--- src/rtl/elevator_pkg.sv ---
// Shared definitions for the four-floor elevator scheduler.
//   motor_e   : motor command encodings (STOP / UP / DOWN; 2'b11 is never used)
//   state_e   : scheduler FSM states
//   motor_of  : motor command belonging to each state
//   pending_above / pending_below : is any call latched strictly above / below a floor
package elevator_pkg;

    localparam int         NUM_FLOORS   = 4;
    localparam logic [1:0] TOP_FLOOR    = 2'd3;
    localparam logic [1:0] BOTTOM_FLOOR = 2'd0;

    typedef enum logic [1:0] {
        MOTOR_STOP = 2'b00,
        MOTOR_UP   = 2'b01,
        MOTOR_DOWN = 2'b10
    } motor_e;

    typedef enum logic [2:0] {
        ST_IDLE,
        ST_UP,
        ST_DOWN,
        ST_DOOR,
        ST_FAULT
    } state_e;

    function automatic motor_e motor_of(input state_e st);
        case (st)
            ST_UP:   return MOTOR_UP;
            ST_DOWN: return MOTOR_DOWN;
            default: return MOTOR_STOP;
        endcase
    endfunction

    function automatic logic pending_above(input logic [3:0] pend, input logic [1:0] flr);
        logic hit;
        hit = 1'b0;
        for (int i = 0; i < NUM_FLOORS; i++) begin
            if (i > int'(flr) && pend[i]) hit = 1'b1;
        end
        return hit;
    endfunction

    function automatic logic pending_below(input logic [3:0] pend, input logic [1:0] flr);
        logic hit;
        hit = 1'b0;
        for (int i = 0; i < NUM_FLOORS; i++) begin
            if (i < int'(flr) && pend[i]) hit = 1'b1;
        end
        return hit;
    endfunction

endpackage

--- src/rtl/elev_timer.sv ---
// Loadable down-counter with a zero flag, used for the door dwell and the
// travel timeout.
//   clk, rst   : clock, asynchronous active-high reset (count -> 0)
//   load       : load load_value this edge (wins over counting)
//   en         : decrement by one per edge, saturating at zero
//   load_value : value taken on load
//   zero       : count is zero
module elev_timer #(
    parameter int WIDTH = 8
) (
    input  logic             clk,
    input  logic             rst,
    input  logic             load,
    input  logic             en,
    input  logic [WIDTH-1:0] load_value,
    output logic             zero
);

    logic [WIDTH-1:0] count;

    // NOTE: sequential state uses non-blocking assignments so every flop
    // samples pre-edge values, independent of block ordering.
    always_ff @(posedge clk or posedge rst) begin
        if (rst) begin
            count <= '0;
        end else if (load) begin
            count <= load_value;
        end else if (en && count != '0) begin
            count <= count - WIDTH'(1);
        end
    end

    assign zero = (count == '0);

endmodule

--- src/rtl/elevator_scheduler.sv ---
// Four-floor SCAN elevator scheduler.
//   clk, rst       : clock, asynchronous active-high reset
//   select_floor   : call buttons, bit i = floor i (level, >= 1 cycle)
//   s4..s1         : floor sensors, high while the cab is at floor 3..0
//   motor          : 00 stop, 01 up, 10 down (registered)
//   floor          : last valid floor reached
//   pending        : latched outstanding calls
//   door_open      : high during the dwell at a floor
//   fault          : travel timeout, sticky until reset
module elevator_scheduler
    import elevator_pkg::*;
#(
    parameter int DWELL_CYCLES   = 25000000,
    parameter int TIMEOUT_CYCLES = 250000000
) (
    input  logic       clk,
    input  logic       rst,
    input  logic [3:0] select_floor,
    input  logic       s4,
    input  logic       s3,
    input  logic       s2,
    input  logic       s1,
    output logic [1:0] motor,
    output logic [1:0] floor,
    output logic [3:0] pending,
    output logic       door_open,
    output logic       fault
);

    localparam int DWELL_W   = (DWELL_CYCLES   > 1) ? $clog2(DWELL_CYCLES)   : 1;
    localparam int TIMEOUT_W = (TIMEOUT_CYCLES > 1) ? $clog2(TIMEOUT_CYCLES) : 1;
    localparam logic [DWELL_W-1:0]   DWELL_LOAD   = DWELL_W'(DWELL_CYCLES - 1);
    localparam logic [TIMEOUT_W-1:0] TIMEOUT_LOAD = TIMEOUT_W'(TIMEOUT_CYCLES - 1);

    state_e     state, state_next;
    logic       dir_up, dir_up_next;
    logic [1:0] floor_next, sensor_floor, svc_floor;
    logic [3:0] pending_next;
    logic       sensor_valid, arrival, above, below;
    logic       dwell_load, dwell_zero, travel_load, travel_zero, moving;

    // Sensor vector counts only when exactly one sensor is high.
    always_comb begin
        sensor_valid = 1'b1;
        sensor_floor = floor;
        case ({s4, s3, s2, s1})
            4'b0001: sensor_floor = 2'd0;
            4'b0010: sensor_floor = 2'd1;
            4'b0100: sensor_floor = 2'd2;
            4'b1000: sensor_floor = 2'd3;
            default: sensor_valid = 1'b0;
        endcase
    end

    assign floor_next = sensor_valid ? sensor_floor : floor;
    // An arrival is a valid sensor at a floor other than the one we left.
    assign arrival    = sensor_valid && (sensor_floor != floor);
    assign above      = pending_above(pending, floor);
    assign below      = pending_below(pending, floor);
    assign moving     = (state == ST_UP) || (state == ST_DOWN);
    // Floor whose call is serviced when the door opens.
    assign svc_floor  = moving ? sensor_floor : floor;

    // NOTE: every output of this block gets a default first, so no path
    // leaves a variable unassigned and no latch is inferred.
    always_comb begin
        state_next = state;
        case (state)
            ST_IDLE: begin
                if (pending[floor])  state_next = ST_DOOR;
                else if (above)      state_next = ST_UP;
                else if (below)      state_next = ST_DOWN;
            end
            ST_UP: begin
                if (arrival && pending[sensor_floor]) state_next = ST_DOOR;
                else if (floor_next == TOP_FLOOR)     state_next = ST_IDLE;
                else if (!arrival && travel_zero)     state_next = ST_FAULT;
            end
            ST_DOWN: begin
                if (arrival && pending[sensor_floor]) state_next = ST_DOOR;
                else if (floor_next == BOTTOM_FLOOR)  state_next = ST_IDLE;
                else if (!arrival && travel_zero)     state_next = ST_FAULT;
            end
            ST_DOOR: begin
                // SCAN: keep going the same way while calls remain ahead.
                if (dwell_zero) begin
                    if (dir_up)      state_next = above ? ST_UP   : (below ? ST_DOWN : ST_IDLE);
                    else             state_next = below ? ST_DOWN : (above ? ST_UP   : ST_IDLE);
                end
            end
            ST_FAULT: state_next = ST_FAULT;
            default:  state_next = ST_IDLE;
        endcase
    end

    always_comb begin
        dir_up_next = dir_up;
        if (state_next == ST_UP)   dir_up_next = 1'b1;
        if (state_next == ST_DOWN) dir_up_next = 1'b0;
    end

    // Presses latch; the serviced floor's bit is held clear while the door
    // is open so presses there are absorbed.
    always_comb begin
        pending_next = pending | select_floor;
        if (state == ST_DOOR || state_next == ST_DOOR) pending_next[svc_floor] = 1'b0;
    end

    assign dwell_load  = (state_next == ST_DOOR) && (state != ST_DOOR);
    assign travel_load = ((state_next == ST_UP || state_next == ST_DOWN) && state_next != state)
                         || (moving && arrival);

    elev_timer #(.WIDTH(DWELL_W)) u_dwell_timer (
        .clk        (clk),
        .rst        (rst),
        .load       (dwell_load),
        .en         (state == ST_DOOR),
        .load_value (DWELL_LOAD),
        .zero       (dwell_zero)
    );

    elev_timer #(.WIDTH(TIMEOUT_W)) u_travel_timer (
        .clk        (clk),
        .rst        (rst),
        .load       (travel_load),
        .en         (moving),
        .load_value (TIMEOUT_LOAD),
        .zero       (travel_zero)
    );

    // NOTE: the asynchronous reset reaches the motor flop directly, so the
    // motor stops the moment rst rises rather than at the next edge.
    always_ff @(posedge clk or posedge rst) begin
        if (rst) begin
            state     <= ST_IDLE;
            dir_up    <= 1'b1;
            floor     <= 2'd0;
            pending   <= 4'b0000;
            motor     <= MOTOR_STOP;
            door_open <= 1'b0;
            fault     <= 1'b0;
        end else begin
            state     <= state_next;
            dir_up    <= dir_up_next;
            floor     <= floor_next;
            pending   <= pending_next;
            motor     <= motor_of(state_next);
            door_open <= (state_next == ST_DOOR);
            fault     <= (state_next == ST_FAULT);
        end
    end

endmodule

--- config.mk ---
export PLATFORM = sky130hd
export DESIGN_NAME = elevator_scheduler
export DESIGN_NICKNAME = d
export VERILOG_FILES = /design/src/rtl/elevator_pkg.sv /design/src/rtl/elev_timer.sv /design/src/rtl/elevator_scheduler.sv
export SDC_FILE = /design/constraint.sdc
export NUM_CORES = 1
export LEC_CHECK = 0
export ABC_AREA = 1
export CAP_MARGIN = 25
export CORE_UTILIZATION = 55
export DETAILED_ROUTE_END_ITERATION = 10
export GPL_TIMING_DRIVEN = 1
export PLACE_DENSITY = 0.74
export REMOVE_ABC_BUFFERS = 1
export SLEW_MARGIN = 20
export SYNTH_ARGS = -nofsm -noshare
export SYNTH_HDL_FRONTEND = slang
export SYNTH_SLANG_ARGS = --single-unit
--- constraint.sdc ---
create_clock -name clk -period 3.2 [get_ports clk]
set_input_delay 0.96 -clock clk [delete_from_list [all_inputs] [get_ports clk]]
set_output_delay 0.96 -clock clk [all_outputs]
set_load 0.1 [all_outputs]
==> run summary <==
======================================================================================
Number of synthesis warnings                                                         0
Insertion delay to the later sink of the worst-skew pair                       0.35 ns
Maximum number of pins on one net before global-route repair                        47
Cell area after placement                                                     4370 µm²
Share of total power in sequential cells                                         28.0%
Internal                                                                       2.06 mW
Total of fill cells in the finished design                                         581
Core Box Area                                                                 6940 µm²
Layout cells sized above 1                                                       15.9%
Switching fraction of total power                                                45.2%
Required time at the worst-slack endpoint                                      3.43 ns
Number of diodes                                                                     0
Area of the die                                                               7720 µm²
Combinational group share of total power                                         49.0%
Post-route total power                                                         3.75 mW
WL per Instance                                                                12.1 µm
Peak Freq                                                                      348 MHz
Count of placed standard cells in the final layout, fillers left out               663
Cells on worst reg2reg path                                                         18
Internal reg-to-reg setup slack                                                0.76 ns
Clock root buffer                                                             clkbuf_8
Remaining Overflow, GRT                                                              0
Max-capacitance violation count                                                      0
Number of post-CTS setup repair buffers                                              0
Pwr per Cell Area                                                           813 nW/µm²
Hold Path Depth                                                                      2
I/O pin count                                                                       20
Netlist cell types                                                                  40
Type of element launching the critical path                               primary input
Worst setup EP type                                                          flip-flop
R2r endpoint                                                              u_travel_timer.count[14]
Worst supply voltage drop on vdd                                              0.558 mV
Via density per instance                                                          5.16
Area occupied by registers                                                    1680 µm²
Dpl cells                                                                          647
Die W                                                                          87.9 µm
Cell area after layout                                                        4620 µm²
Clock tree from TritonCTS                                                          yes
Area growth from synthesis to layout                                             13.8%
Max Transition Viols Final                                                           0
Post-synth top flop                                                            dfrtp_1
Global-route usage over all layers                                               24.0%
Cell area after technology mapping                                            4060 µm²
Minimum hold slack                                                            0.493 ns
Resized cells post-CTS                                                               0
Via count of the first global-routing pass                                        3281
Most common library cell in the layout ignoring fill and taps                  nand2_1
Clk network pwr share                                                            22.9%
Most used cells in the layout excluding fill and tap cells                nand2_1, nor2_1, dfrtp_1
Depth of the CTS H-tree                                                              3
TritonCTS sink count                                                                67
Clock slew at the register clock pins of the worst setup and hold paths        0.07 ns
Setup-violating endpoint count in the final report                                   0
Sw power                                                                       1.70 mW
Flop and latch count out of synthesis                                               67
Crit path kind                                                               in -> reg
Final weighted congestion in routability-driven placement                        0.891
Final cycle utilization of the critical path                                     89.7%
Quantity of I/O buffers inserted on ports                                           19
Hold buffers post-CTS                                                                0
Clock tree skew after final layout                                           0.0113 ns
Detailed Route Iter0 Violations                                                    201
Run status                                                                complete, no violations
Count of flip-flops with a built-in enable after synthesis                           0
# DRC                                                                                0
Die outline height                                                             87.9 µm
Setup repair after global routing missed its margin                              false
Clock buffer count from CTS                                                          9
Starting density of the core                                                     58.4%
Minimum period implied by the final worst setup slack                          2.87 ns
Worst Min Path Start                                                            dir_up
Average instance area after synthesis                                         7.60 µm²
Maximum buffer depth of the clock tree                                               2
Final antenna-violating net count                                                    0
Number of antenna violations at the first check in global routing                    0
LEAKAGE                                                                        2.03 nW
CP max FO                                                                           20
Final #Nets                                                                        575
First-pass detailed-route iteration total                                            5
Launch point of the worst reg-to-reg path                                 u_dwell_timer.count[0]
Worst slew pin tran                                                           0.462 ns
Post-DP HPWL                                                                   5910 µm
Multi-input gate area                                                         2040 µm²
Final hold violation count                                                           0
First-pass GRT wire length                                                    14400 µm
Fraction of registers with async set/reset                                        100%
Portion of the post-synthesis area used by sequential elements                   41.4%
Worst hold path class                                                       reg -> reg
Hold endpoint                                                                   dir_up
Placement row count                                                                 30
Least setup slack across all paths after layout                               0.330 ns
Minimum setup slack after placement                                         -0.0110 ns
Detailed Route WL                                                              8020 µm
Via total after detailed routing                                                  3419
Arr. time, crit path                                                           3.10 ns
Post-Syn Instances                                                                 534
Headroom to the max-slew limit                                                   69.2%
======================================================================================
-- worst max-delay path by stage --
stage / startpoint / to / slack [ns] / cells after the start
5_1_grt: s2 / u_travel_timer.count[11] / 0.12 / 17
3_5_place_dp: s3 / u_travel_timer.count[14] / -0.01 / 17
3_3_place_gp: s4 / u_travel_timer.count[19] / 0.09 / 16
4_1_cts: s3 / u_travel_timer.count[14] / 0.35 / 17
6_report: s3 / u_travel_timer.count[14] / 0.33 / 17
2_1_floorplan: floor[0] / u_travel_timer.count[14] / 0.37 / 17
-- worst max-delay path: stages --
cell             delay [ns]
clkdlybuf4s50_1        0.54
inv_2                  0.05
nand2_1                0.08
nand3_2                0.10
nand2_1                0.11
nand2_1                0.10
inv_2                  0.10
nand3_1                0.08
nand2_1                0.11
nand3_1                0.18
nand3_4                0.15
nand2_1                0.08
nand2_1                0.08
nand2_2                0.07
buf_12                 0.16
nand2_8                0.11
nor2_2                 0.04
-- per-layer routing --
metal | share of wire, % | vias up | wire length (µm) | global-route usage, %
li1 | - | 1754 | - | -
met1 | 49 | 1577 | 3890 | 33.3
met2 | 47 | 83 | 3780 | 37.3
met3 | 3.9 | 5 | 309 | 5.18
met4 | 0.40 | 0 | 32 | 8.35
met5 | 0 | - | 0 | 0
-- final cells by class --
cell class,instances,share of cell area (%)
Clock inverter,4,2.11
Inverter,72,5.88
Clock buffer,12,3.14
Timing Repair Buffer,27,5.69
Tap cell,96,2.60
Sequential cell,67,36.4
Multi-Input combinational cell,385,44.2
-- power by group through the flow --
stage | combinational, mW | sequential [mW] | clock [mW]
global placement | 1.82 | 1.06 | 0
floorplan | 0.997 | 1.34 | 0
global route | 2.02 | 1.07 | 0.922
CTS | 1.85 | 1.05 | 0.882
finish | 1.84 | 1.05 | 0.860
detailed placement | 1.85 | 1.07 | 0
-- cells by family after synthesis --
| group | after synthesis | synth area share [%] |
|---|---|---|
| AND/OR/NAND/NOR | 317 | 37.4 |
| buffers and inverters | 82 | 8.33 |
| flip-flops | 67 | 41.4 |
| XOR/XNOR | 36 | 7.77 |
| AO/OA/AOI/OAI | 29 | 4.19 |
| adder cells (fa/ha/maj) | 3 | 0.925 |
-- metrics by stage --
stage	TNS [ns]	utilization, %
after CTS	0	66.5
final	0	66.5
after detailed placement	-0.0455	63.0
after floorplan	0	-
after global placement	0	63.0
after global routing	0	66.5
-- cells in the mapped netlist (2+ instances only) --
cell,count,area [µm²]
buf_4,2,15.0
xor2_1,20,175
nand2_1,100,375
nand4_1,15,93.8
inv_2,15,56.3
or2_2,3,18.8
nand3_2,4,40.0
nand2_2,9,56.3
buf_2,5,25.0
nor2_2,14,87.6
nand3_1,52,260
a31oi_1,2,12.5
o21bai_1,2,15.0
inv_1,55,206
dfrtp_1,66,1650
nand3b_1,11,82.6
ha_1,3,37.5
xnor2_1,16,140
nor4_1,4,25.0
o21ai_0,10,50.1
a21oi_1,9,45.0
nor3_2,2,20.0
buf_6,2,22.5
a31o_2,2,17.5
nor3_1,8,40.0
nor2_1,89,334
-- state kept, by name, summed over array words and instances, names as in the netlist --
signal,cells
u_travel_timer.count,28
u_dwell_timer.count,25
pending,4
state,3
floor,2
motor,2
dir_up,1
door_open,1
fault,1
Power figures use the tool's default switching activity.
